### src/rtl/uart_tx_fifo_if.sv
// Push-side bus of the queued UART transmitter: push strobe and data
// from the register interface, plus queue status going back.
interface uart_tx_fifo_if #(
  parameter int DATA_BITS  = 8,
  parameter int FIFO_DEPTH = 4
);
  localparam int CW = $clog2(FIFO_DEPTH + 1);

  logic                 start;
  logic [DATA_BITS-1:0] data;
  logic                 ready;
  logic                 overflow;
  logic [CW-1:0]        fifo_count;

  modport master (output start, data, input ready, overflow, fifo_count);
  modport slave  (input start, data, output ready, overflow, fifo_count);
endinterface

### src/rtl/uart_tx_fifo.sv
// UART transmitter with a small TX FIFO. Queued characters leave
// back-to-back: the last stop-bit cycle pops the next entry directly
// into the start bit, so the line never idles between queued frames.
module uart_tx_fifo #(
  parameter int CLOCK_DIV  = 434,
  parameter int DATA_BITS  = 8,
  parameter int PARITY     = 0,
  parameter int STOP_BITS  = 1,
  parameter int FIFO_DEPTH = 4
) (
  input  logic            clk,
  input  logic            rst_n,
  uart_tx_fifo_if.slave   bus,
  output logic            uart_tx,
  output logic            busy
);

  localparam int AW  = $clog2(FIFO_DEPTH);
  localparam int PW  = AW + 1;
  localparam int CW  = $clog2(FIFO_DEPTH + 1);
  localparam int BDW = $clog2(CLOCK_DIV);
  localparam int BTW = $clog2(DATA_BITS + 1);

  localparam logic [BDW-1:0] BAUD_RELOAD = BDW'(CLOCK_DIV - 1);
  localparam logic [BTW-1:0] LAST_DATA   = BTW'(DATA_BITS - 1);
  localparam logic [BTW-1:0] LAST_STOP   = BTW'(STOP_BITS - 1);

  typedef enum logic [2:0] {
    S_IDLE, S_START, S_DATA, S_PARITY, S_STOP
  } state_e;

  state_e               state_q, state_d;
  logic [BDW-1:0]       baud_q, baud_d;
  logic [BTW-1:0]       bit_q, bit_d;
  logic [DATA_BITS-1:0] shift_q, shift_d;
  logic                 par_q, par_d;
  logic                 tx_q, tx_d;

  logic [DATA_BITS-1:0] mem_q [FIFO_DEPTH];
  logic [PW-1:0]        wr_ptr_q, rd_ptr_q;
  logic                 ovf_q;

  logic [CW-1:0]        count_w;
  logic                 full, empty, push, pop;
  logic [DATA_BITS-1:0] head;
  logic                 head_par;
  logic                 bit_end, last_data, last_stop;

  // FIFO status from the pointer difference (extra MSB tells full from empty)
  always_comb begin
    count_w   = CW'(wr_ptr_q - rd_ptr_q);
    full      = (count_w == CW'(FIFO_DEPTH));
    empty     = (count_w == '0);
    push      = bus.start && !full;
    head      = mem_q[rd_ptr_q[AW-1:0]];
    head_par  = (PARITY == 1) ? ~^head : ^head;
    bit_end   = (baud_q == '0);
    last_data = (bit_q == LAST_DATA);
    last_stop = (bit_q == LAST_STOP);
  end

  // FSM state and datapath registers
  // NOTE: sequential state uses non-blocking assignments only, so every
  // register samples the pre-edge values regardless of statement order.
  always_ff @(posedge clk or negedge rst_n) begin
    if (!rst_n) begin
      state_q <= S_IDLE;
      baud_q  <= '0;
      bit_q   <= '0;
      shift_q <= '0;
      par_q   <= 1'b0;
      tx_q    <= 1'b1;
    end else begin
      state_q <= state_d;
      baud_q  <= baud_d;
      bit_q   <= bit_d;
      shift_q <= shift_d;
      par_q   <= par_d;
      tx_q    <= tx_d;
    end
  end

  // Next-state logic: advance at each bit boundary
  always_comb begin
    // NOTE: default assignment first, so no path through the case leaves
    // state_d unassigned and no latch is inferred.
    state_d = state_q;
    case (state_q)
      S_IDLE:   if (!empty) state_d = S_START;
      S_START:  if (bit_end) state_d = S_DATA;
      S_DATA:   if (bit_end && last_data)
                  state_d = (PARITY != 0) ? S_PARITY : S_STOP;
      S_PARITY: if (bit_end) state_d = S_STOP;
      S_STOP:   if (bit_end && last_stop)
                  state_d = empty ? S_IDLE : S_START;
      default:  state_d = S_IDLE;
    endcase
  end

  // Output logic: pop, baud reload, shifter and next serial bit
  always_comb begin
    pop     = 1'b0;
    tx_d    = tx_q;
    baud_d  = baud_q - 1'b1;
    bit_d   = bit_q;
    shift_d = shift_q;
    par_d   = par_q;
    case (state_q)
      S_IDLE: begin
        tx_d   = 1'b1;
        baud_d = BAUD_RELOAD;
        bit_d  = '0;
        if (!empty) begin
          pop     = 1'b1;
          shift_d = head;
          par_d   = head_par;
          tx_d    = 1'b0;
        end
      end
      S_START: if (bit_end) begin
        baud_d  = BAUD_RELOAD;
        bit_d   = '0;
        tx_d    = shift_q[0];
        shift_d = shift_q >> 1;
      end
      S_DATA: if (bit_end) begin
        baud_d = BAUD_RELOAD;
        if (last_data) begin
          bit_d = '0;
          tx_d  = (PARITY != 0) ? par_q : 1'b1;
        end else begin
          bit_d   = bit_q + 1'b1;
          tx_d    = shift_q[0];
          shift_d = shift_q >> 1;
        end
      end
      S_PARITY: if (bit_end) begin
        baud_d = BAUD_RELOAD;
        bit_d  = '0;
        tx_d   = 1'b1;
      end
      S_STOP: if (bit_end) begin
        baud_d = BAUD_RELOAD;
        tx_d   = 1'b1;
        if (last_stop) begin
          bit_d = '0;
          if (!empty) begin
            pop     = 1'b1;
            shift_d = head;
            par_d   = head_par;
            tx_d    = 1'b0;
          end
        end else begin
          bit_d = bit_q + 1'b1;
        end
      end
      default: tx_d = 1'b1;
    endcase
  end

  // FIFO pointers and overflow pulse; a full FIFO drops the push even if
  // a pop happens on the same edge
  always_ff @(posedge clk or negedge rst_n) begin
    if (!rst_n) begin
      wr_ptr_q <= '0;
      rd_ptr_q <= '0;
      ovf_q    <= 1'b0;
    end else begin
      if (push) wr_ptr_q <= wr_ptr_q + 1'b1;
      if (pop)  rd_ptr_q <= rd_ptr_q + 1'b1;
      ovf_q <= bus.start && full;
    end
  end

  // FIFO storage
  // NOTE: the storage array has no reset; the pointers alone define which
  // entries are valid, so clearing the contents would buy nothing.
  always_ff @(posedge clk) begin
    if (push) mem_q[wr_ptr_q[AW-1:0]] <= bus.data;
  end

  assign bus.ready      = !full;
  assign bus.overflow   = ovf_q;
  assign bus.fifo_count = count_w;
  assign uart_tx        = tx_q;
  assign busy           = (state_q != S_IDLE) || !empty;

endmodule

### src/flat_wrapper.sv
// flat-port wrapper written by rule: the top's interface ports become plain ports
module uart_tx_fifo_flat 
#(
  parameter int CLOCK_DIV  = 434,
  parameter int DATA_BITS  = 8,
  parameter int PARITY     = 0,
  parameter int STOP_BITS  = 1,
  parameter int FIFO_DEPTH = 4
)
  (clk, rst_n, uart_tx, busy, bus_start, bus_data, bus_ready, bus_overflow, bus_fifo_count);
  uart_tx_fifo_if #(.DATA_BITS(DATA_BITS), .FIFO_DEPTH(FIFO_DEPTH)) bus_i ();
  input  logic clk;
  input  logic rst_n;
  output logic uart_tx;
  output logic busy;
  input wire logic [$bits(bus_i.start)-1:0] bus_start;
  input wire logic [$bits(bus_i.data)-1:0] bus_data;
  output wire logic [$bits(bus_i.ready)-1:0] bus_ready;
  output wire logic [$bits(bus_i.overflow)-1:0] bus_overflow;
  output wire logic [$bits(bus_i.fifo_count)-1:0] bus_fifo_count;
  assign bus_i.start = bus_start;
  assign bus_i.data = bus_data;
  assign bus_ready = bus_i.ready;
  assign bus_overflow = bus_i.overflow;
  assign bus_fifo_count = bus_i.fifo_count;
  uart_tx_fifo #(.CLOCK_DIV(CLOCK_DIV), .DATA_BITS(DATA_BITS), .PARITY(PARITY), .STOP_BITS(STOP_BITS), .FIFO_DEPTH(FIFO_DEPTH)) u_core (.clk(clk), .rst_n(rst_n), .bus(bus_i), .uart_tx(uart_tx), .busy(busy));
endmodule
### config.mk
export PLATFORM = sky130hd
export DESIGN_NAME = uart_tx_fifo_flat
export DESIGN_NICKNAME = d
export VERILOG_FILES = /design/src/rtl/uart_tx_fifo_if.sv /design/src/rtl/uart_tx_fifo.sv /design/src/flat_wrapper.sv
export SDC_FILE = /design/constraint.sdc
export NUM_CORES = 1
export LEC_CHECK = 0
export BUFFER_PORTS_ARGS = -buffer_cell sky130_fd_sc_hd__clkbuf_2
export CAP_MARGIN = 20
export CORE_MARGIN = 5
export CORE_UTILIZATION = 40
export CTS_BUF_LIST = sky130_fd_sc_hd__clkbuf_8
export DETAILED_ROUTE_END_ITERATION = 8
export MAX_ROUTING_LAYER = met4
export REMOVE_ABC_BUFFERS = 1
export SYNTH_ARGS = -nofsm -noshare
export SYNTH_HDL_FRONTEND = slang
export SYNTH_SLANG_ARGS = --single-unit
### constraint.sdc
create_clock -name clk -period 3.2 [get_ports clk]
set_input_delay 0.16 -clock clk [delete_from_list [all_inputs] [get_ports clk]]
set_output_delay 0.16 -clock clk [all_outputs]
set_load 0.01 [all_outputs]
After elaboration in Yosys (flattened, before gate mapping)
Memory sizes are Yosys's and may differ from the RTL's.
Index checks and enable logic that the tools add are counted.
Cells by class
  muxes and demuxes: 36
  equality and inequality tests: 16
  reduce and logical (&&, ||, !) cells: 20
  add/subtract/negate cells: 5
Operator list (count)
  $mux 8: 6
  $pmux 8 s4: 1
  $mux 4: 5
  $pmux 9 s2: 1
  $ne 2x1->1 const B: 8
  $pmux 4 s4: 1
  $mux 3: 5
  $pmux 3 s5: 1
  $mux 1: 13
  $logic_not 9->1: 1
  $mux 9: 1
  $sub 9x1->9 const B: 1
  $reduce_and 4->1: 2
  $reduce_bool 4->1: 2
  $add 3x1->3 const B: 2
  $eq 3x2->1 const B: 2
  $eq 3x3->1 const B: 2
  $logic_not 3->1: 2
  $reduce_and 6->1: 1
  $pmux 1 s5: 1
  $reduce_and 5->1: 1
  $add 4x1->4 const B: 1
  $eq 4x3->1 const B: 1
  $logic_and 1x1->1: 4
  10 further kinds: 12
Storage, ports and cells
  memories: 1
  logic and storage cells: 86
  input bits: 11
  bits in registers: 32
  memory bits (writable): 32
Memories
  u_core.mem_q: words 4, width 8, rd ports 1, clocked after Yosys merged registers in 0, wr ports 1, RTL line uart_tx_fifo.sv:39  | logic [DATA_BITS-1:0] mem_q [FIFO_DEPTH];

Depth between registers and ports, before layout
  word-level depth: 6
  gate-level depth with buffers: 7

Worst setup path after synthesis
OpenSTA, ideal clock, no wires.
  path kind: reg-to-reg
  start point: register u_core.wr_ptr_q[0]
  end point: register u_core.shift_q[1]
  data required time: 3.075 ns
  arrival time: 2.220 ns
  slack: 0.855 ns
  buffers on the path: 0
  cell stages (with the launch flop): 8
  cells stage by stage: dfrtp_1 inv_1 ha_1 fa_1 xor3_1 o21a_1 o221ai_4 mux2_2
On the way
  cells in the longest elaborated chain, start to end: 6
Ends and longest elaborated chain
  start: declaration: RTL line uart_tx_fifo.sv:40  | logic [PW-1:0] wr_ptr_q, rd_ptr_q;
  start signal: assignment: RTL line uart_tx_fifo.sv:169  | if (push) wr_ptr_q <= wr_ptr_q + 1'b1;
  $sub 3x3->3 (*): RTL line uart_tx_fifo.sv:51  | count_w = CW'(wr_ptr_q - rd_ptr_q);
  net bus_fifo_count[2]: RTL line flat_wrapper.sv:20  | output wire logic [$bits(bus_i.fifo_count)-1:0] bus_fifo_count;
  $logic_not 3->1 (*): RTL line uart_tx_fifo.sv:53  | empty = (count_w == '0);
  $mux 8 (*)
  $mux 8 (2 in a row)
  $pmux 8 s4 (*)
  end signal: assignment: RTL line uart_tx_fifo.sv:77  | shift_q <= shift_d;
  end: declaration: RTL line uart_tx_fifo.sv:35  | logic [DATA_BITS-1:0] shift_q, shift_d;
Mark *: on every way through the listed nets, which the timed path passes. The rest lies on a longest branch. The select of a mux whose other input is x is not followed.
A chain may end at the register's enable or synchronous reset.

Worst setup path in the final report
  start point: register u_core.wr_ptr_q[0]
  end point: register u_core.shift_q[5]
On the way
  cells in the longest elaborated chain, start to end: 6
Ends and longest elaborated chain (RTL line)
  $sub 3x3->3 (*): uart_tx_fifo.sv:51
  $logic_not 3->1 (*): uart_tx_fifo.sv:53
  $mux 8 (*)
  $mux 8 (2 in a row)
  $pmux 8 s4 (*)
Mark *: on every way between the ends. The rest lies on a longest branch, timed or not. The select of a mux whose other input is x is not followed.

==> run summary <==
The run gives 0 as the final count of hold timing violations. The pin count of the biggest net entering global routing was 33; the slack of the worst reg-to-reg path was 0.70 ns. Number of max-cap violations: 0.

The tools report the number of clock sinks as 64. Leaving out fill and tap cells, the most frequent cell in the layout is edfxtp_1. The worst slew slack as a fraction of its limit was 0.446; the time the final worst path needs with I/O delays and setup was 2.50 ns.

Summed over all cells, the static leakage comes to 1.37 nW. After legalization and detailed placement, the total HPWL measured 3740 um. The chip width was 97.4 um; the final worst-path cycle share was 0.782. Setup repair after global routing left no endpoint under its margin.

The number of cells on the worst reg-to-reg path is 7. The tools report the smallest setup slack after layout as 0.696 ns. The critical path starts at u_core.wr_ptr_q[0]. 0 antenna diodes ended up in the layout. Actual slew at the worst max-slew pin: 0.831 ns. The worst setup path is launched from a flop.

The post-synthesis sequential element count was 64. The initial antenna violation count is 0. The worst IR drop on VDD was 508 uV; the post-route clock skew was 0.00490 ns. The proportion of register bits with asynchronous set or reset after synthesis was 0.500. The most used flip-flop cell after synthesis is edfxtp_1. The run gives 9490 um^2 as the die footprint. The run finished with clean final reports.

For this design the ratio of total power to cell area is 910 nW/um^2. The netlist area before placement was 3060 um^2; the maximum net fanout on the critical path was 8. The tools report the source of the worst register-to-register timing path as u_core.wr_ptr_q[0].

Data on the critical path is required at its endpoint by 3.43 ns. The overall track demand over capacity in global routing was 0.126. The run gives 5300 um as the post-detailed-routing wire length. TritonCTS built the clock tree. The tools report the overall overflow remaining after global route as 0. Yosys mapped a number of flops with a built-in enable equal to 32. Timing would allow up to 399 MHz.

The logs give 0 for the post-CTS repair timing setup buffer count and 0 for the total setup violations reported at the end of the flow. Dividing the detail-routed wire length by the instance count gives 15.3 um. Global routing's busiest layer: met2. The H-tree was split into 3 levels. The run gives 0.173 as the routing usage on met2. After floorplanning, the core was sized to cover 7330 um^2.

The library cells used most frequently in the layout, excluding fill and tap cells, are edfxtp_1, dfrtp_1, clkbuf_2, nor2_1, inv_1. The accumulated negative setup slack came out at 0 ns. Post-cts hold buffer count: 1. In this run the deepest clock path goes through 2 buffers. The fraction of the yosys area taken by sequential cells was 0.577; the number of top-level pins was 18. In the routed design, unresolved DRC markers number 0. In this run the remaining antenna-violating nets after routing total 0.

The tightest min-delay check is of the in -> reg type. Routability-driven placement finished with a final weighted congestion of 0.770. The max-slew violation count is 0, and the clock transition at the registers of the reported paths is 0.08 ns. The hold path depth works out to 1. The end point of the most critical hold path was u_core.mem_q[1][7]. The number of clock buffers added by TritonCTS is 9.

The worst-skew pair later-pin latency is 0.34 ns. The run gives 265 as the layout net count. In this run the tool buffered the top-level ports with 17 buffer cells.

The overall power consumption was 3.16 mW. The tools report the arrival time of the worst setup path as 2.73 ns. The gate count of the mapped netlist was 222; the fraction of final layout cells with drive strength greater than 1 was 0.258. Number of placement rows: 31. The synthesized netlist contains 54 unique library cells.

The tools report the via count of the first global-routing pass as 1816. The first global-routing pass estimated 9050 um of wire. The iteration-0 DRC count of the detailed router came out at 123.

Global-route track usage on met3: 0.0323. Kind of critical path: reg -> reg. Dividing the detail-routed via count by the number of cells gives 5.14. A synthesized cell averages 13.8 um^2.

In this run the critical register-to-register path is captured at u_core.shift_q[5]. The count of cells resized by post-cts repair came out at 0. The tools report the beginning of the worst hold path as bus_data[7]. The sort of element at the end of the critical path is a flop. The met1 usage in global routing came out at 0.172. The number of warnings issued by yosys was 0; the number of detailed-route iterations in the first pass was 4. Across all layers, the routed design uses 1783 vias. The tools report the initial core utilization as 0.417. The post-synthesis to final-layout area growth works out to 13.5%. Prior to clock tree synthesis, the placed netlist has a worst setup slack of 0.695 ns. The cell sitting at the root of the clock tree is a clkbuf_8.

The y dimension of the die works out to 97.4 um.
==> routing by layer <==
layer,vias to the layer above,share of wire
met5,-,0
met4,0,0.023
li1,865,-
met3,11,0.034
met1,882,0.50
met2,25,0.45
==> how the worst max path moves through the flow <==
stage                                    to  slack, ns
final                     u_core.shift_q[5]       0.70
after global routing      u_core.shift_q[5]       0.56
after CTS                 u_core.shift_q[5]       0.68
after detailed placement  u_core.shift_q[5]       0.70
after global placement    u_core.shift_q[5]       0.76
after floorplan           u_core.shift_q[1]       0.67
==> stage by stage <==
stage | area, um^2 | std cells | hold WS (ns) | utilization
final | 3470 | 347 | 0.0389 | 0.473
after global placement | 3230 | 330 | 0.302 | 0.441
after floorplan | 3020 | 213 | -0.136 | -
after CTS | 3470 | 347 | 0.0221 | 0.473
after global routing | 3470 | 347 | 0.0264 | 0.473
after detailed placement | 3230 | 330 | 0.301 | 0.441
==> power breakdown <==
group / internal, mW / switching [mW]
combinational: 0.522 / 0.555
sequential: 1.13 / 0.172
clock: 0.448 / 0.334
total: 2.10 / 1.06
==> kinds of logic (layout without fill, tap and decap cells) <==
| family | count (synthesis) | count (layout) | share of synthesized area |
|---|---|---|---|
| mux | 24 | 24 | 0.119 |
| fa+ha+maj | 11 | 11 | 0.0475 |
| xor+xnor | 12 | 12 | 0.0393 |
| flops | 64 | 64 | 0.577 |
| compound gates | 30 | 30 | 0.0782 |
| buf+inv | 21 | 47 | 0.0274 |
| simple gates | 60 | 60 | 0.112 |
==> flip-flops by register name (all words and copies together) (netlist names) <==
name,count
u_core.shift_q,8
u_core.wr_ptr_q,3
u_core.bus.overflow,1
u_core.mem_q,32
u_core.state_q,3
u_core.baud_q,9
u_core.bit_q,4
u_core.uart_tx,1
u_core.rd_ptr_q,3
==> synthesized netlist by cell type, drive strengths merged (3+ instances only) <==
| library cell | instances | area, um^2 |
|---|---|---|
| nand2 | 12 | 47.6 |
| nand2b | 3 | 18.8 |
| dfrtp | 31 | 776 |
| and3 | 5 | 31.3 |
| or2 | 4 | 25.0 |
| o221ai | 4 | 52.6 |
| inv | 12 | 45.0 |
| nand3 | 6 | 30.0 |
| mux2 | 15 | 173 |
| a21oi | 3 | 15.0 |
| clkbuf | 4 | 15.0 |
| o21ai | 10 | 50.1 |
| xor2 | 4 | 35.0 |
| nor4 | 3 | 25.0 |
| mux4 | 8 | 180 |
| buf | 5 | 23.8 |
| nor2 | 13 | 48.8 |
| edfxtp | 32 | 961 |
| ha | 10 | 125 |
| xnor2 | 7 | 61.3 |
==> area by class of cell <==
type / instances / area [um^2]
Fill cell: 632 / 3860
Multi-Input combinational cell: 137 / 1210
Tap cell: 99 / 124
Inverter: 12 / 45.0
Timing Repair Buffer: 19 / 103
Sequential cell: 64 / 1760
Clock buffer: 9 / 124
Clock inverter: 7 / 103
==> worst max-delay path, stage by stage (launching register included) <==
cell      delay [ns]
dfrtp_1         0.41
inv_1           0.10
ha_1            0.20
fa_1            0.38
xor3_1          0.27
o21a_1          0.31
o221ai_4        0.35
mux2_2          0.38
Power figures use the tool's default switching activity.
